[config.mk]
export PLATFORM = sky130hd
export DESIGN_NAME = uart_transceiver_param
export DESIGN_NICKNAME = d
export VERILOG_FILES = /design/src/rtl/uart_transceiver_param.sv
export SDC_FILE = /design/constraint.sdc
export NUM_CORES = 1
export LEC_CHECK = 0
export CAP_MARGIN = 20
export CORE_ASPECT_RATIO = 0.75
export CORE_MARGIN = 1.5
export CORE_UTILIZATION = 50
export CTS_CLUSTER_DIAMETER = 30
export DETAILED_ROUTE_END_ITERATION = 8
export PLACE_DENSITY_LB_ADDON = 0.05
export SYNTH_ARGS = -nofsm -noshare
export SYNTH_HDL_FRONTEND = slang
export SYNTH_SLANG_ARGS = --single-unit
[constraint.sdc]
create_clock -name sys_clk -period 2.8 [get_ports sys_clk]
set_clock_uncertainty 0.15 [all_clocks]
set_input_delay 0.28 -clock sys_clk [delete_from_list [all_inputs] [get_ports sys_clk]]
set_output_delay 0.28 -clock sys_clk [all_outputs]
set_load 0.005 [all_outputs]
[src/rtl/uart_transceiver_param.sv]
// Parameterised full-duplex UART: 16x oversampled TX and RX with optional
// parity, independent prescalers and a 2-flop receive synchronizer.
//
// Ports:
//   sys_clk, sys_rst_n   clock, asynchronous active-low reset
//   divisor              sys_clk cycles per oversample tick (0 acts as 1)
//   parity_mode          00 none, 01 even, 10 odd, 11 none
//   tx_data, tx_wr       word to send (LSB first) and send request
//   tx_busy, tx_done     frame in progress / end-of-last-stop-bit pulse
//   uart_tx, uart_rx     serial out (idle high) and asynchronous serial in
//   rx_data, rx_done     last received word and its one-cycle strobe
//   rx_frame_err         stop bit sampled low (qualified by rx_done)
//   rx_parity_err        parity mismatch (qualified by rx_done)
module uart_transceiver_param #(
    parameter int DATA_W    = 8,
    parameter int DIV_W     = 16,
    parameter int STOP_BITS = 1
) (
    input  logic              sys_clk,
    input  logic              sys_rst_n,
    input  logic [DIV_W-1:0]  divisor,
    input  logic [1:0]        parity_mode,
    input  logic [DATA_W-1:0] tx_data,
    input  logic              tx_wr,
    output logic              tx_busy,
    output logic              tx_done,
    output logic              uart_tx,
    input  logic              uart_rx,
    output logic [DATA_W-1:0] rx_data,
    output logic              rx_done,
    output logic              rx_frame_err,
    output logic              rx_parity_err
);

    typedef enum logic [2:0] {
        TX_IDLE, TX_START, TX_DATA, TX_PARITY, TX_STOP
    } tx_state_e;

    typedef enum logic [2:0] {
        RX_IDLE, RX_START, RX_DATA, RX_PARITY, RX_STOP, RX_WAIT_HIGH
    } rx_state_e;

    logic [DIV_W-1:0] div_m1;

    // A divisor of 0 reloads to 0, i.e. one tick per cycle like divisor 1.
    assign div_m1 = (divisor == '0) ? '0 : divisor - DIV_W'(1);

    // ------------------------------------------------------------------
    // Transmitter
    // ------------------------------------------------------------------
    tx_state_e         tx_state_q, tx_state_d;
    logic [DIV_W-1:0]  tx_pre_q, tx_pre_d;
    logic [3:0]        tx_tick_q, tx_tick_d;
    logic [3:0]        tx_bit_q, tx_bit_d;
    logic [DATA_W-1:0] tx_shreg_q, tx_shreg_d;
    logic              tx_par_en_q, tx_par_en_d;
    logic              tx_par_q, tx_par_d;

    logic tx_tick;
    logic tx_bit_end;
    logic tx_last_data;
    logic tx_last_stop;

    assign tx_tick      = (tx_pre_q == '0);
    assign tx_bit_end   = tx_tick && (tx_tick_q == 4'd15);
    assign tx_last_data = (tx_bit_q == 4'(DATA_W - 1));
    assign tx_last_stop = (tx_bit_q == 4'(STOP_BITS - 1));

    always_ff @(posedge sys_clk or negedge sys_rst_n) begin
        if (!sys_rst_n) begin
            tx_state_q  <= TX_IDLE;
            tx_pre_q    <= '0;
            tx_tick_q   <= '0;
            tx_bit_q    <= '0;
            tx_shreg_q  <= '0;
            tx_par_en_q <= 1'b0;
            tx_par_q    <= 1'b0;
        end else begin
            tx_state_q  <= tx_state_d;
            tx_pre_q    <= tx_pre_d;
            tx_tick_q   <= tx_tick_d;
            tx_bit_q    <= tx_bit_d;
            tx_shreg_q  <= tx_shreg_d;
            tx_par_en_q <= tx_par_en_d;
            tx_par_q    <= tx_par_d;
        end
    end

    always_comb begin
        tx_state_d = tx_state_q;
        unique case (tx_state_q)
            TX_IDLE: begin
                if (tx_wr) tx_state_d = TX_START;
            end
            TX_START: begin
                if (tx_bit_end) tx_state_d = TX_DATA;
            end
            TX_DATA: begin
                if (tx_bit_end && tx_last_data)
                    tx_state_d = tx_par_en_q ? TX_PARITY : TX_STOP;
            end
            TX_PARITY: begin
                if (tx_bit_end) tx_state_d = TX_STOP;
            end
            TX_STOP: begin
                if (tx_bit_end && tx_last_stop) tx_state_d = TX_IDLE;
            end
            default: tx_state_d = TX_IDLE;
        endcase
    end

    always_comb begin
        tx_pre_d    = tx_pre_q;
        tx_tick_d   = tx_tick_q;
        tx_bit_d    = tx_bit_q;
        tx_shreg_d  = tx_shreg_q;
        tx_par_en_d = tx_par_en_q;
        tx_par_d    = tx_par_q;
        if (tx_state_q == TX_IDLE) begin
            tx_pre_d  = '0;
            tx_tick_d = '0;
            tx_bit_d  = '0;
            if (tx_wr) begin
                tx_pre_d    = div_m1;
                tx_shreg_d  = tx_data;
                tx_par_en_d = parity_mode[0] ^ parity_mode[1];
                tx_par_d    = (^tx_data) ^ (parity_mode == 2'b10);
            end
        end else begin
            tx_pre_d = tx_tick ? div_m1 : tx_pre_q - DIV_W'(1);
            if (tx_tick) tx_tick_d = tx_tick_q + 4'd1;
            if (tx_bit_end) begin
                // bit counter indexes data bits, then stop bits
                if (tx_state_q == TX_DATA) begin
                    tx_shreg_d = tx_shreg_q >> 1;
                    tx_bit_d   = tx_last_data ? 4'd0 : tx_bit_q + 4'd1;
                end else if (tx_state_q == TX_STOP) begin
                    tx_bit_d = tx_bit_q + 4'd1;
                end else begin
                    tx_bit_d = 4'd0;
                end
            end
        end
    end

    always_comb begin
        uart_tx = 1'b1;
        unique case (tx_state_q)
            TX_IDLE:   uart_tx = 1'b1;
            TX_START:  uart_tx = 1'b0;
            TX_DATA:   uart_tx = tx_shreg_q[0];
            TX_PARITY: uart_tx = tx_par_q;
            TX_STOP:   uart_tx = 1'b1;
            default:   uart_tx = 1'b1;
        endcase
        tx_busy = (tx_state_q != TX_IDLE);
        tx_done = (tx_state_q == TX_STOP) && tx_bit_end && tx_last_stop;
    end

    // ------------------------------------------------------------------
    // Receiver
    // ------------------------------------------------------------------
    logic rx_s1_q, rx_s2_q, rx_s3_q;

    rx_state_e         rx_state_q, rx_state_d;
    logic [DIV_W-1:0]  rx_pre_q, rx_pre_d;
    logic [3:0]        rx_tick_q, rx_tick_d;
    logic [3:0]        rx_bit_q, rx_bit_d;
    logic [DATA_W-1:0] rx_shreg_q, rx_shreg_d;
    logic              rx_par_en_q, rx_par_en_d;
    logic              rx_par_odd_q, rx_par_odd_d;
    logic              rx_par_bit_q, rx_par_bit_d;
    logic [DATA_W-1:0] rx_data_q, rx_data_d;
    logic              rx_done_q, rx_done_d;
    logic              rx_ferr_q, rx_ferr_d;
    logic              rx_perr_q, rx_perr_d;

    logic rx_fall;
    logic rx_tick;
    logic rx_sample;
    logic rx_bit_end;
    logic rx_last_data;

    // s3 is only the previous synchronized value, used for edge detect
    assign rx_fall      = rx_s3_q & ~rx_s2_q;
    assign rx_tick      = (rx_pre_q == '0);
    assign rx_sample    = rx_tick && (rx_tick_q == 4'd7);
    assign rx_bit_end   = rx_tick && (rx_tick_q == 4'd15);
    assign rx_last_data = (rx_bit_q == 4'(DATA_W - 1));

    always_ff @(posedge sys_clk or negedge sys_rst_n) begin
        if (!sys_rst_n) begin
            rx_s1_q      <= 1'b1;
            rx_s2_q      <= 1'b1;
            rx_s3_q      <= 1'b1;
            rx_state_q   <= RX_IDLE;
            rx_pre_q     <= '0;
            rx_tick_q    <= '0;
            rx_bit_q     <= '0;
            rx_shreg_q   <= '0;
            rx_par_en_q  <= 1'b0;
            rx_par_odd_q <= 1'b0;
            rx_par_bit_q <= 1'b0;
            rx_data_q    <= '0;
            rx_done_q    <= 1'b0;
            rx_ferr_q    <= 1'b0;
            rx_perr_q    <= 1'b0;
        end else begin
            rx_s1_q      <= uart_rx;
            rx_s2_q      <= rx_s1_q;
            rx_s3_q      <= rx_s2_q;
            rx_state_q   <= rx_state_d;
            rx_pre_q     <= rx_pre_d;
            rx_tick_q    <= rx_tick_d;
            rx_bit_q     <= rx_bit_d;
            rx_shreg_q   <= rx_shreg_d;
            rx_par_en_q  <= rx_par_en_d;
            rx_par_odd_q <= rx_par_odd_d;
            rx_par_bit_q <= rx_par_bit_d;
            rx_data_q    <= rx_data_d;
            rx_done_q    <= rx_done_d;
            rx_ferr_q    <= rx_ferr_d;
            rx_perr_q    <= rx_perr_d;
        end
    end

    always_comb begin
        rx_state_d = rx_state_q;
        unique case (rx_state_q)
            RX_IDLE: begin
                if (rx_fall) rx_state_d = RX_START;
            end
            RX_START: begin
                if (rx_sample && rx_s2_q) rx_state_d = RX_IDLE;
                else if (rx_bit_end)      rx_state_d = RX_DATA;
            end
            RX_DATA: begin
                if (rx_bit_end && rx_last_data)
                    rx_state_d = rx_par_en_q ? RX_PARITY : RX_STOP;
            end
            RX_PARITY: begin
                if (rx_bit_end) rx_state_d = RX_STOP;
            end
            RX_STOP: begin
                // re-arm mid stop bit; a low stop bit waits out the break
                if (rx_sample)
                    rx_state_d = rx_s2_q ? RX_IDLE : RX_WAIT_HIGH;
            end
            RX_WAIT_HIGH: begin
                if (rx_s2_q) rx_state_d = RX_IDLE;
            end
            default: rx_state_d = RX_IDLE;
        endcase
    end

    always_comb begin
        rx_pre_d     = rx_pre_q;
        rx_tick_d    = rx_tick_q;
        rx_bit_d     = rx_bit_q;
        rx_shreg_d   = rx_shreg_q;
        rx_par_en_d  = rx_par_en_q;
        rx_par_odd_d = rx_par_odd_q;
        rx_par_bit_d = rx_par_bit_q;
        rx_data_d    = rx_data_q;
        rx_done_d    = 1'b0;
        rx_ferr_d    = 1'b0;
        rx_perr_d    = 1'b0;
        if (rx_state_q == RX_IDLE || rx_state_q == RX_WAIT_HIGH) begin
            rx_pre_d  = '0;
            rx_tick_d = '0;
            rx_bit_d  = '0;
            if (rx_state_q == RX_IDLE && rx_fall) begin
                rx_pre_d     = div_m1;
                rx_par_en_d  = parity_mode[0] ^ parity_mode[1];
                rx_par_odd_d = parity_mode[1];
            end
        end else begin
            rx_pre_d = rx_tick ? div_m1 : rx_pre_q - DIV_W'(1);
            if (rx_tick) rx_tick_d = rx_tick_q + 4'd1;
            if (rx_sample) begin
                if (rx_state_q == RX_DATA) begin
                    rx_shreg_d = {rx_s2_q, rx_shreg_q[DATA_W-1:1]};
                end else if (rx_state_q == RX_PARITY) begin
                    rx_par_bit_d = rx_s2_q;
                end else if (rx_state_q == RX_STOP) begin
                    rx_data_d = rx_shreg_q;
                    rx_done_d = 1'b1;
                    rx_ferr_d = ~rx_s2_q;
                    rx_perr_d = rx_par_en_q &
                                (rx_par_bit_q ^ (^rx_shreg_q) ^ rx_par_odd_q);
                end
            end
            if (rx_bit_end && rx_state_q == RX_DATA)
                rx_bit_d = rx_last_data ? 4'd0 : rx_bit_q + 4'd1;
        end
    end

    always_comb begin
        rx_data       = rx_data_q;
        rx_done       = rx_done_q;
        rx_frame_err  = rx_ferr_q;
        rx_parity_err = rx_perr_q;
    end

endmodule

* Yosys cells after proc, flatten, opt, wreduce, memory -nomap -nowiden
Index checks and enable logic that the tools add are counted.
** Cells by class
- $add $sub $neg :: 7
- Reductions and logical operators :: 34
- Mux-type cells :: 56
- Equal/unequal tests :: 26
- Bitwise logic cells :: 10
** Operators with widths (number)
- 16-bit 2-to-1 mux :: 7
- 16-bit zero test :: 3
- 4-bit 2-to-1 mux :: 12
- 16-bit by 1-bit subtractor with 16-bit output, second input constant :: 3
- 3-bit 2-to-1 mux :: 15
- 8-bit 2-to-1 mux :: 4
- 2-bit inequality test, second input constant :: 10
- 3-bit one-hot mux with 6 select lines :: 1
- 4-bit by 1-bit adder with 4-bit output, second input constant :: 4
- 8-bit parity :: 2
- 1-bit 2-to-1 mux :: 15
- 3-bit one-hot mux with 5 select lines :: 1
- 3-bit by 2-bit == test with 1-bit output, second input constant :: 4
- 4-bit by 3-bit == test with 1-bit output, second input constant :: 3
- 1-bit logical AND :: 11
- 5-bit AND reduction :: 2
- 2-bit nonzero test :: 5
- 3-bit == test, second input constant :: 3
- 4-bit == test, second input constant :: 2
- 3-bit by 1-bit == test with 1-bit output, second input constant :: 2
- 3-bit zero test :: 2
- 3-bit AND reduction :: 2
- 6-bit AND reduction :: 1
- 4-bit zero test :: 1
- other kinds (10) :: 18
** Storage, ports and cells
- Bits of input ports :: 30
- Word-level logic and storage cells :: 155
- Flip-flop bits (word level) :: 89

* Longest topological paths before layout
Gate-level depths: netlist of run 1.
- Word-level depth :: 9
- Depth in mapped cells :: 9
- Mapped depth without buffers :: 7

* Worst setup path before layout of run 1
Ideal clock, no wire load.
- Path kind :: reg-to-reg
- Start :: register rx_pre_q[0]
- End :: register rx_shreg_q[0]
- Stages on the path, launching flop included :: 9
- Arrival time :: 2389 ps
- Buffers on the path :: 1
- Period minus slack after synthesis :: 2664 ps
- Setup time :: 125 ps
- Data required time :: 2525 ps
- Path slack :: 136 ps
- Path through :: dfrtp_1 -> inv_1 -> ha_1 -> or4b_1 -> or3_1 -> or3_1 -> nor2b_1 -> buf_4 -> mux2_2
** On the way
- Cells in the longest elaborated chain, start to end :: 3
** Ends and longest elaborated chain
- start, declared :: RTL line 166 : logic [DIV_W-1:0] rx_pre_q, rx_pre_d;
- start signal, assigned :: RTL line 213 : rx_pre_q <= rx_pre_d;
- 16-bit zero test :: RTL line 186 : assign rx_tick = (rx_pre_q == '0);
- 1-bit logical AND :: RTL line 187 : assign rx_sample = rx_tick && (rx_tick_q == 4'd7);
- 3-bit AND reduction (no line)
- end signal, assigned :: RTL line 216 : rx_shreg_q <= rx_shreg_d;
- end, declared :: RTL line 169 : logic [DATA_W-1:0] rx_shreg_q, rx_shreg_d;
No other way between the ends.
A chain may end at the register's enable or synchronous reset.

* Worst setup path after layout of run 1
- Start :: register rx_pre_q[1]
- End :: register rx_shreg_q[0]
The elaborated chain is that of the path after synthesis.

==> summary.txt, run 1 <==
HP Class: primary input to flop
sequential cell area: 2230 um^2
flop2flop setup slack: 0.06 ns
register area share after synthesis: 44.7%
mapped cell area: 4990 um^2
# diodes: 0
RSZ-0062 raised after global routing: yes
DR vias/cell: 5.67
Distinct cells, synth: 57
Reg clk slew, reported paths: 0.07 ns
VDD IR max: 0.531 mV
CP cell instances: inv_1 > ha_1 > or4b_4 > or3_4 > or3_4 > nor2b_4 > buf_6 > mux2_2
Reg-to-Reg End: rx_shreg_q[0]
CTS max path bufs: 2
reg2reg path depth: 8
share of post-route cells with drive strength above 1: 18.3%
initial antenna violation count: 0
Post-Syn Area per Cell: 9.61 um^2
Via Count: 4163
FF+latch count, synth: 89
CP bufs+invs: 2
Synth Instances: 519
dpl hpwl: 8.49 mm
Async SR Flop Fraction: 100%
CP required: 2.87 ns
Slew headroom: 47.8%
Total Power: 5.02 mW
I/O pin cnt: 44
Most used DFF post-synth: dfrtp_1
Cells after DPL: 716
Fmax: 0.365 GHz
H-tree depth: 3
status: finished, final reports clean
clk sinks: 89
critical path peak fanout: 8
Post-synth EDFFs: 0
DRT antenna net count: 0
design area: 6210 um^2
Core Box Area: 9660 um^2
largest net degree at the start of global routing: 47
post-place setup slack: -0.0951 ns
Placer Congestion: 0.854
Final Max Slew Viols: 0
final hold vios: 0
die area: 10600 um^2
Util after Layout: 64.3%
worst skew pair latency: 0.34 ns
Setup Viol. Count Final: 0
yosys warns: 0
Synth area leader: dfrtp_1
Avg WL per Cell: 16.0 um
Critical Path End Type: flop
commonest non-fill, non-tap cell in the layout: dfrtp_1
initial drt markers: 311
global route overflow: 0
Detailed Routing Iterations Pass 1: 5
top cell type's share of synthesized area: 43.2%
kind of cell adding the most delay to the critical path: simple AND/OR/NAND/NOR gates
Rows: 31
commonest cells after routing, fill and taps aside: dfrtp_1, buf_4, nand2_1, nor2_1, xnor2_1
fill cell total of the finished layout: 792
# nets final: 638
Multi-input gate area: 2630 um^2
CP startpoint kind: flop
largest cells by area after synthesis: dfrtp_1, xnor2_1, mux2_2
final worst setup slack: 0.0608 ns
Critical path destination: rx_shreg_q[0]
Buffers on Ports: 43
crit share post-route: 97.8%
first-pass GRT wire length: 19.8 mm
Largest stage delay, worst path: 0.47 ns
Layout area overhead: 24.6%
Leakage: 2.67 nW
reg2reg start: rx_pre_q[1]
WP depth: 8
residual DRC count: 0
number of global-route vias before repair: 3933
CP dominant cell by count: or3_4
critical path launch point: rx_pre_q[1]
Routed WL: 11.8 mm
GRT Util Overall: 23.6%
arrival time at the worst endpoint: 2.81 ns
crit path max-delay cell type: or4b_4
Slew @ Worst Pin: 0.781 ns
total CTS buffers: 9
chip width: 118 um
Post-DP Area: 5860 um^2
CTS tree: built
initial core utilization: 51.6%
total of max-cap violations: 0
Clock Tree Root: clkbuf_16
Pwr Density: 808 nW/um^2
Setup CP Type: flop to flop
Synth Net Count: 560
Period minus WS final: 2.74 ns
chip height: 89.5 um
fin cells: 734
==> worst min path at each step <==
stage	cells past startpoint	from	slack (ns)	to
2_1_floorplan	0	sys_rst_n	-0.17	rx_bit_q[0]
3_3_place_gp	1	sys_rst_n	0.18	tx_bit_q[3]
3_5_place_dp	1	sys_rst_n	0.18	tx_bit_q[3]
4_1_cts	1	uart_rx	0.19	rx_s1_q
5_1_grt	1	uart_rx	0.19	rx_s1_q
6_report	1	uart_rx	0.20	rx_s1_q
==> synth_stat cells (all sizes together) (14+ instances only) <==
cell type / count
a21oi: 20
clkbuf: 16
dfrtp: 86
inv: 19
mux2: 19
nand2: 43
nor2: 44
nor3: 23
nor4: 14
o22ai: 26
or3: 14
xnor2: 42
==> cell families (layout without fill, tap and decap cells) <==
family | Yosys count | count (layout) | share of synthesized area (%)
simple gates | 202 | 202 | 21.7
buf+inv | 43 | 126 | 3.51
xor+xnor | 55 | 55 | 9.66
compound gates | 94 | 94 | 12.1
mux | 25 | 25 | 5.50
fa+ha+maj | 11 | 11 | 2.76
flops | 89 | 89 | 44.7
==> flip-flops by register name, summed over array words and instances, names as in the netlist, 3 cells and up <==
signal,cells
rx_pre_q,16
tx_pre_q,16
rx_data,8
rx_shreg_q,8
tx_shreg_q,8
rx_bit_q,4
rx_tick_q,4
tx_bit_q,4
tx_tick_q,4
rx_state_q,3
tx_state_q,3
==> final cells by class <==
class	count	area share, %
inverter	19	1.15
sequential	89	35.9
tap	132	2.66
clock inverter	7	1.05
timing repair buffer	91	13.3
multi-input combinational	387	42.3
clock buffer	9	3.63
==> what timing repair did <==
| action | 4_1_cts | 5_1_grt |
|---|---|---|
| setup endpoints to repair | 5 | 11 |
| resized for setup | 5 | 10 |
| pin swaps | 1 | 1 |
| hold buffers | 1 | 0 |
| hold endpoints to repair | 42 | 0 |
| buffers inserted | 0 | 1 |
==> power by group <==
group / total (mW) / internal (mW) / switching [mW] / leakage [nW]
combinational: 1.96 / 0.940 / 1.03 / 1.37
clock: 1.15 / 0.619 / 0.536 / 0.143
sequential: 1.90 / 1.60 / 0.300 / 1.16
==> metrics by stage <==
| stage | setup TNS, ns | hold WS (ns) |
|---|---|---|
| CTS | 0 | 0.195 |
| floorplan | 0 | -0.166 |
| global placement | -0.276 | 0.177 |
| finish | 0 | 0.202 |
| global route | -0.0465 | 0.190 |
| detailed placement | -0.629 | 0.181 |
==> routing by layer <==
layer  share of wire, %  track usage (%)  up-vias
met2                 46             38.1       99
li1                   -                -     2029
met4                1.1             6.32        0
met3                4.1             4.40       13
met1                 49             33.2     2022
met5                  0                0        -
No activity file was read; power rests on OpenSTA's default activity.
==> run 2, diff against run 1 <==
--- a/config.mk
+++ b/config.mk
@@ -11,6 +11,7 @@
 export CORE_UTILIZATION = 50
 export CTS_CLUSTER_DIAMETER = 30
 export DETAILED_ROUTE_END_ITERATION = 8
+export GPL_ROUTABILITY_DRIVEN = 0
 export PLACE_DENSITY_LB_ADDON = 0.05
 export SYNTH_ARGS = -nofsm -noshare
 export SYNTH_HDL_FRONTEND = slang
==> constraint.sdc (replaced) <==
create_clock -name sys_clk -period 2.8 [get_ports sys_clk]
set_clock_uncertainty 0.15 [all_clocks]
set_input_delay 0.28 -clock sys_clk [delete_from_list [all_inputs] [get_ports sys_clk]]
set_output_delay 0.28 -clock sys_clk [all_outputs]
set_load 0.1 [all_outputs]
==> summary.txt, run 2 (same netlist as run 1, synthesis figures left out) <==
largest net degree at the start of global routing: 50 (+6.4%)
crit share post-route: 98.0% (+0.14 points)
Avg WL per Cell: 16.1 um (+0.68%)
fin cells: 735 (+0.14%)
GRT Util Overall: 23.5% (-0.10 points)
CP required: 2.37 ns (-0.50 ns)
Layout area overhead: 25.7%
Routed WL: 11.9 mm (+0.82%)
H-tree depth: 3 (unchanged)
I/O pin cnt: 44 (unchanged)
Detailed Routing Iterations Pass 1: 4 (-1)
initial antenna violation count: 0 (unchanged)
Final Max Slew Viols: 0 (unchanged)
chip width: 118 um (unchanged)
CP startpoint kind: flop
number of global-route vias before repair: 4053 (+3.1%)
global route overflow: 0 (unchanged)
Rows: 31 (unchanged)
DRT antenna net count: 0 (unchanged)
Core Box Area: 9660 um^2 (unchanged)
Clock Tree Root: clkbuf_16
Slew headroom: 37.3% (-11 points)
status: finished, final reports clean
arrival time at the worst endpoint: 2.31 ns (-0.50 ns)
DR vias/cell: 5.70 (+0.44%)
met3 routed WL: 650 um (+36%)
total of max-cap violations: 0 (unchanged)
Slew @ Worst Pin: 0.938 ns (+0.157 ns)
commonest cells after routing, fill and taps aside: dfrtp_1, buf_4, nor2_1
# nets final: 639 (+0.16%)
Period minus WS final: 2.74 ns (+0.00384 ns)
chip height: 89.5 um (unchanged)
setup tns final: 0 ns (unchanged)
commonest non-fill, non-tap cell in the layout: dfrtp_1
Pwr Density: 838 nW/um^2 (+3.7%)
HP Class: primary input to flop
residual DRC count: 0 (unchanged)
VDD IR max: 0.489 mV (-8.0%)
Cells after DPL: 713 (-0.42%)
share of post-route cells with drive strength above 1: 21.1% (+2.8 points)
critical path peak fanout: 6 (-2)
die area: 10600 um^2 (unchanged)
worst skew pair latency: 0.34 ns (about the same)
clk sinks: 89 (unchanged)
Critical Path End Type: primary output
# diodes: 0 (unchanged)
biggest regs: rx_pre_q (16), tx_pre_q (16)
Via Count: 4187 (+0.58%)
Leakage: 2.73 nW (+2.3%)
Setup CP Type: flop to primary output
RSZ-0062 raised after global routing: yes
CTS tree: built
Top Metal Used: met4
final hold vios: 0 (unchanged)
Setup Viol. Count Final: 0 (unchanged)
initial core utilization: 51.6% (unchanged)
Fmax: 0.365 GHz (-0.14%)
initial drt markers: 357 (+15%)
dpl hpwl: 8.42 mm (-0.79%)
total CTS buffers: 9 (unchanged)
DRT met1 WL: 5.87 mm (+1.5%)
Buffers on Ports: 43 (unchanged)
fill cell total of the finished layout: 791 (-0.13%)
Routed met2 length: 5.22 mm (-2.9%)
Reg clk slew, reported paths: 0.06 ns (about the same)
CTS max path bufs: 2 (unchanged)
first-pass GRT wire length: 19.9 mm (+0.31%)
## run 2: cell count changes in the layout (fill, tap and decap cells not counted), moves of 2 or more
cell             delta
inv_2               +3
buf_12              +2
bufinv_16           +2
clkdlybuf4s50_1    -13
clkinv_4            -3
inv_1               -3
buf_4              +13
## run 2: timing repair
item                                   4_1_cts  5_1_grt
pin swaps                                    1        1
gates resized for setup                      1       12
hold buffers                                 1        0
setup endpoints to repair                    1       12
buffers inserted                             1        4
endpoints found under the hold margin       38        0
## run 2: power by group
part | total (mW) | switching [mW] | internal [mW] | leakage, nW
Sequential | 1.91 | 0.309 | 1.60 | 1.16
Combinational | 2.01 | 1.08 | 0.934 | 1.42
Clock | 1.33 | 0.536 | 0.790 | 0.157
## run 2: critical path: stages, from the launching register on
cell and delay (ns):
dfrtp_1 0.41, inv_2 0.09, ha_4 0.12, or4b_4 0.47, nor4_4 0.13, buf_4 0.18
nand4_4 0.13, nor3_4 0.23, buf_12 0.20
## run 2: cell type report
class                   count  area, um^2  area share, %
clock buffers               9         225           3.59
clock inverters             7        98.8           1.58
well taps                 132         165           2.64
flip-flops and latches     89        2230           35.6
multi-input cells         387        2650           42.2
repair buffers             92         830           13.2
inverters                  19        71.3           1.14
## run 2: stage by stage
stage / utilization, % / setup slack [ns] / power [mW] / hold WS [ns] / area (um^2)
6_report: 64.9 / 0.0570 / 5.25 / 0.198 / 6270
5_1_grt: 64.9 / -0.0737 / 5.60 / 0.194 / 6270
4_1_cts: 64.2 / 0.0140 / 5.19 / 0.186 / 6200
3_5_place_dp: 60.6 / -0.0969 / 3.83 / 0.147 / 5860
3_3_place_gp: 60.6 / -0.0600 / 3.80 / 0.155 / 5860
2_1_floorplan: - / -0.139 / 3.22 / -0.166 / 5010
## run 2: final timing paths
kind                                  to        start  slack (ns)  depth (start not counted)
hold reg to reg                  rx_s2_q      rx_s1_q        0.21                          0
min in group asynchronous    tx_bit_q[3]    sys_rst_n        0.30                          2
max in group asynchronous        rx_s3_q    sys_rst_n        1.49                          3
setup reg to reg           rx_shreg_q[0]  rx_pre_q[0]        0.09                          8
hold / removal                   rx_s1_q      uart_rx        0.20                          1
setup / recovery                 tx_done  tx_pre_q[0]        0.06                          8
## run 2: metal layers
layer | track usage [%] | up-vias
met5 | 0 | -
met4 | 5.43 | 0
met3 | 5.48 | 10
met2 | 36.9 | 111
met1 | 33.4 | 2034
li1 | - | 2032
==> RTL edit 1: new RTL, settings of run 2 <==
The parameter `DIV_W` goes from 16 to 32.
--- a/src/rtl/uart_transceiver_param.sv
+++ b/src/rtl/uart_transceiver_param.sv
@@ -15,3 +15,3 @@
     parameter int DATA_W    = 8,
-    parameter int DIV_W     = 16,
+    parameter int DIV_W     = 32,
     parameter int STOP_BITS = 1
Interface: changed (resized divisor); port bits go from 44 to 60. No check against the original RTL was run, so the function may have changed too.
==> RTL edit 1 against run 2 <==
  * The flow now finishes with violations (negative setup slack)
  * Synthesized area increased by 40%
  * Non-clock buffer count rose by 62
  * Total power up 25%
  * Worst setup slack got worse by 0.11 ns
  * Synthesized cell count rose by 43%
  * Die area is 39% higher
  * Combinational power rose by 6%
  * Hold slack got worse by 0.079 ns
  * Sequential cell count increased by 32
  * Utilization increased by 3.6 points
  * Sequential share of layout area fell by 3.2 points
  * Wire length rose by 69%
  * Final area is 49% higher
  * Critical endpoint is now rx_data[2]
  * Largest power group is now clock
==> RTL edit 1: results (changes against run 2) <==
[status]
status=complete, but fails checks  ; was complete, no violations
failing_checks=negative setup slack

[pwr]
power.sequential.total_uw=2200  ; was 1910 µW
power_density_mw_per_mm2=703.2  ; was 837.7 mW/mm²
pg_comb_uw=2130  ; was 2010 µW
power.internal_uw=4429  ; was 3324 µW
power_leakage_uw=0.003855  ; was 0.002730 µW
power.ir.vdd_worst_v=0.0004309  ; was 0.0004890 V

[setup_path]
arrival_ns=2.99  ; was 2.31 ns
maximum_fanout_along_the_worst_path=8  ; was 6
worst_r2r_endpoint=rx_data[2]  ; was rx_shreg_q[0]
cpPeakStageDelay_ns=0.54  ; was 0.47 ns
class_of_the_most_critical_setup_path=reg2reg  ; was reg2out

[finish]
seq_share_pct=32.42  ; was 35.60%
n_fill_cell=1063  ; was 791
inverters=14  ; was 19
multi_input_area_share_pct=43.20  ; was 42.22%
clkCellAreaFrac_pct=6.487  ; was 5.171%
non_clock_buffer_area_share_pct=14.98  ; was 13.24%
largestRegisters=rx_pre_q x32, tx_pre_q x32  ; was rx_pre_q x16, tx_pre_q x16
n_clock_buffer=21  ; was 9
finish.net_count=945  ; was 639

[grt]
grt_use_met1_pct=41.08  ; was 33.40%
met2_usage_pct=42.11  ; was 36.95%
first_pass_grt_wire_length_um=32810  ; was 19870 µm
grt_util_all_layers_pct=28.63  ; was 23.54%
grt_max_degree=51  ; was 50
grt_pass1_vias=6223  ; was 4053

[timing]
timing.final.setup_violations=16  ; was 0
minimum_setup_slack_in_the_final_design_ns=-0.04998  ; was 0.05696 ns

[placed_design]
dp_worst_setup_slack_ns=-0.2272  ; was -0.09693 ns
hpwlAfterDp_um=14910  ; was 8421 µm
number_of_input_and_output_port_buffers_inserted=59  ; was 43

[drt]
finalWirelength_um=20090  ; was 11860 µm
met2_wirelength_um=8960  ; was 5215 µm
met1Wirelength_um=9356  ; was 5868 µm
drt_pre_antenna_iters=5  ; was 4
detailroute.via_count=6329  ; was 4187

[clock_tree]
cts.htree.levels=4  ; was 3
clock_sink_count=121  ; was 89
clock_insertion_delay_worst_skew_ns=0.42  ; was 0.34 ns
postCtsSetupRepairBufs=2  ; was 1
tritoncts.num_buffers=17  ; was 9

[yosys]
synth_sequential_area_ratio_pct=43.42  ; was 44.74%
postSynthNetCount=797  ; was 560
area_fraction_in_compound_gates_after_synthesis_pct=12.47  ; was 12.10%
synth.distinct_cells=59  ; was 57
netlist_top_cells_count=dfrtp_1 (118), nor2_1 (68), nand2_1 (60)  ; was dfrtp_1 (86), nor2_1 (44), nand2_1 (43)
synthMuxAreaShare_pct=4.515  ; was 5.496%
synth.area.top_cells=dfrtp_1 (42%), xnor2_1 (7.4%), xor2_1 (5.3%)  ; was dfrtp_1 (43%), xnor2_1 (7.4%), mux2_2 (4.3%)
synth_adder_area_share_pct=1.971  ; was 2.760%

[hold_path]
hp-class=in2reg  ; unchanged

## RTL edit 1: cell count changes in the layout (fill, tap and decap cells not counted), moves of 14 or more
| cell | delta |
|---|---|
| o22ai_1 | +30 |
| xor2_1 | +29 |
| dfrtp_1 | +31 |
| nand2_1 | +14 |
| nor4_1 | +15 |
| xnor2_1 | +17 |
| nor2_1 | +24 |
| clkdlybuf4s50_1 | +16 |
| buf_4 | +40 |
## RTL edit 1: through the flow
step | std cells | hold WS [ns] | setup TNS (ns) | total power [µW] | utilization, %
finish | 1076 | 0.1190 | -0.5207 | 6579 | 68.50
global route | 1076 | 0.1065 | -2.342 | 6909 | 68.50
CTS | 1076 | 0.1069 | -0.9236 | 6485 | 67.80
detailed placement | 1041 | 0.1075 | -9.510 | 4137 | 62.24
global placement | 1041 | 0.1017 | -5.912 | 4098 | 62.24
floorplan | 740 | -0.1656 | -2.150 | 3298 | -
==> RTL edit 2: new RTL, settings of run 2 <==
Made on the original files. Re-encode `tx_state_e` (5 states) as one-hot, 5 bits wide.
--- a/src/rtl/uart_transceiver_param.sv
+++ b/src/rtl/uart_transceiver_param.sv
@@ -34,4 +34,4 @@
 
-    typedef enum logic [2:0] {
-        TX_IDLE, TX_START, TX_DATA, TX_PARITY, TX_STOP
+    typedef enum logic [4:0] {
+        TX_IDLE = 5'b00001, TX_START = 5'b00010, TX_DATA = 5'b00100, TX_PARITY = 5'b01000, TX_STOP = 5'b10000
     } tx_state_e;
Check against the original RTL: no difference found for any inputs over 10 cycles, from zero or initial values and one cycle with sys_rst_n low; not proved beyond that.
==> RTL edit 2 against run 2 <==
  * Fmax grew 4.3%
  * Final area shrank 2.5%
  * Sequential cell count grew 2
  * Critical path depth is the same
  * Synthesized area grew 3.6%
  * Wire length shrank 3.6%
  * Via count shrank 4.0%
  * Worst setup slack gained 0.11 ns
  * Total power grew 7.9%
  * Critical endpoint unchanged
==> RTL edit 2: results (changes against run 2) <==
[status]
status=complete, no violations  ; unchanged

[finish]
n_fill_cell=855  ; was 791
final_layout_size_suffix_gt1_share_pct=13.13  ; was 21.06%
finalNonFillerCells=703  ; was 735
antenna_cells=0  ; unchanged
finish.net_count=607  ; was 639

[drt]
initial_drc_count=311  ; was 357
drt_pre_antenna_iters=4  ; unchanged
avgRoutedWirePerCell_um=16.26  ; was 16.13 µm
detailroute.via_count=4019  ; was 4187

[setup_path]
timing.reg2reg.setup_slack_ns=0.35  ; was 0.09 ns
crit-reg2reg-launch=rx_pre_q[0]  ; unchanged
crit_start=tx_pre_q[0]  ; unchanged
critical_path.slowest_cell=dfrtp_1  ; was or4b_4
worst_r2r_endpoint=rx_data[0]  ; was rx_shreg_q[0]
arrival_ns=2.20  ; was 2.31 ns
maximum_fanout_along_the_worst_path=4  ; was 6
cpPeakStageDelay_ns=0.42  ; was 0.47 ns
endpoint=tx_done  ; unchanged

[yosys]
yosys_warnings=0  ; unchanged
post_synth_top_flop=dfrtp_1  ; unchanged
synth_area_per_cell_um2=9.971  ; was 9.607 µm²
synth_sequential_area_ratio_pct=44.19  ; was 44.74%
synth.area.top_cells=dfrtp_1 (42%), xnor2_1 (6.6%), nand2_1 (3.6%)  ; was dfrtp_1 (43%), xnor2_1 (7.4%), mux2_2 (4.3%)
postSynthNetCount=559  ; was 560
netlist_top_cells_count=dfrtp_1 (87), nand2_1 (50), nor2_1 (47)  ; was dfrtp_1 (86), nor2_1 (44), nand2_1 (43)
asr_flop_ratio_synth_pct=100.0  ; unchanged
synth.distinct_cells=64  ; was 57

[grt]
grt_max_degree=57  ; was 50
grt_pass1_vias=3944  ; was 4053
first_pass_grt_wire_length_um=19540  ; was 19870 µm
grt_antenna_before_repair=0  ; unchanged
grt_util_all_layers_pct=22.28  ; was 23.54%

[clock_tree]
tritoncts.num_buffers=9  ; unchanged
postCtsSetupRepairBufs=0  ; was 1
clock_insertion_delay_worst_skew_ns=0.34  ; about the same
cts.htree.levels=3  ; unchanged
max-clock-path-buffers=2  ; unchanged

[hold_path]
hp-class=in2reg  ; unchanged

[placed_design]
hpwlAfterDp_um=8172  ; was 8421 µm
dp.cells=686  ; was 713
number_of_input_and_output_port_buffers_inserted=43  ; unchanged

[pwr]
power_leakage_uw=0.002583  ; was 0.002730 µW
net-switching-power_uw=2297  ; was 1926 µW
power.ir.vdd_worst_v=0.0005429  ; was 0.0004890 V

[timing]
timing.final.setup_violations=0  ; unchanged
worst_slew_pin_slew_ns=0.6077  ; was 0.9381 ns

[die]
initial_utilization_pct=52.43  ; was 51.63%

RTL edit 2: worst min path at each step:
stage / startpoint / end / slack, ns / cells after the start
after CTS: uart_rx / rx_s1_q / 0.18 / 1
after detailed placement: sys_rst_n / tx_state_q[4] / 0.13 / 1
final: uart_rx / rx_s1_q / 0.19 / 1
after global placement: sys_rst_n / tx_bit_q[3] / 0.13 / 1
after floorplan: sys_rst_n / rx_bit_q[0] / -0.17 / 0
after global routing: uart_rx / rx_s1_q / 0.20 / 1
RTL edit 2: area by class of cell:
cell class                      count  share of cell area (%)
Multi-Input combinational cell    387                   44.76
Clock buffer                       10                   3.909
Sequential cell                    91                   37.33
Tap cell                          132                   2.702
Inverter                           18                   1.105
Timing Repair Buffer               59                   9.046
Clock inverter                      6                   1.146
RTL edit 2: per-stage QoR:
step                      power [µW]  instance area, µm²  setup WS, ns  utilization [%]
after floorplan                 3747                5172        0.2957                -
after detailed placement        4353                5768        0.1074            58.55
after global routing            6047                6113       0.02162            62.05
after CTS                       5653                6093       0.08739            61.85
after global placement          4305                5768        0.2036            58.55
final                           5663                6113        0.1698            62.05
RTL edit 2: cell families after synthesis:
family	after synthesis	synth area share [%]
flip-flops	91	44.19
buffers and inverters	40	3.488
multiplexers	24	5.087
AO/OA/AOI/OAI	103	13.76
XOR/XNOR	57	9.666
AND/OR/NAND/NOR	192	21.15
adder cells (fa/ha/maj)	11	2.665
RTL edit 2: per-layer routing:
layer	track usage (%)	share of wire, %
met5	0	0
met4	6.078	1.2
met3	3.957	4.0
met2	35.27	46
met1	31.50	49
RTL edit 2: timing repair:
item,CTS,global route
endpoints found under the hold margin,34,0
setup endpoints to repair,1,1
hold buffers,1,0
pin swaps,0,0
gates resized for setup,1,3
RTL edit 2: power by group through the flow:
stage               sequential (µW)  clock, µW  combinational (µW)
CTS                            2020       1300                2330
finish                         2040       1270                2360
global placement               2030          0                2280
detailed placement             2040          0                2320
floorplan                      1920          0                1820
global route                   2090       1350                2600
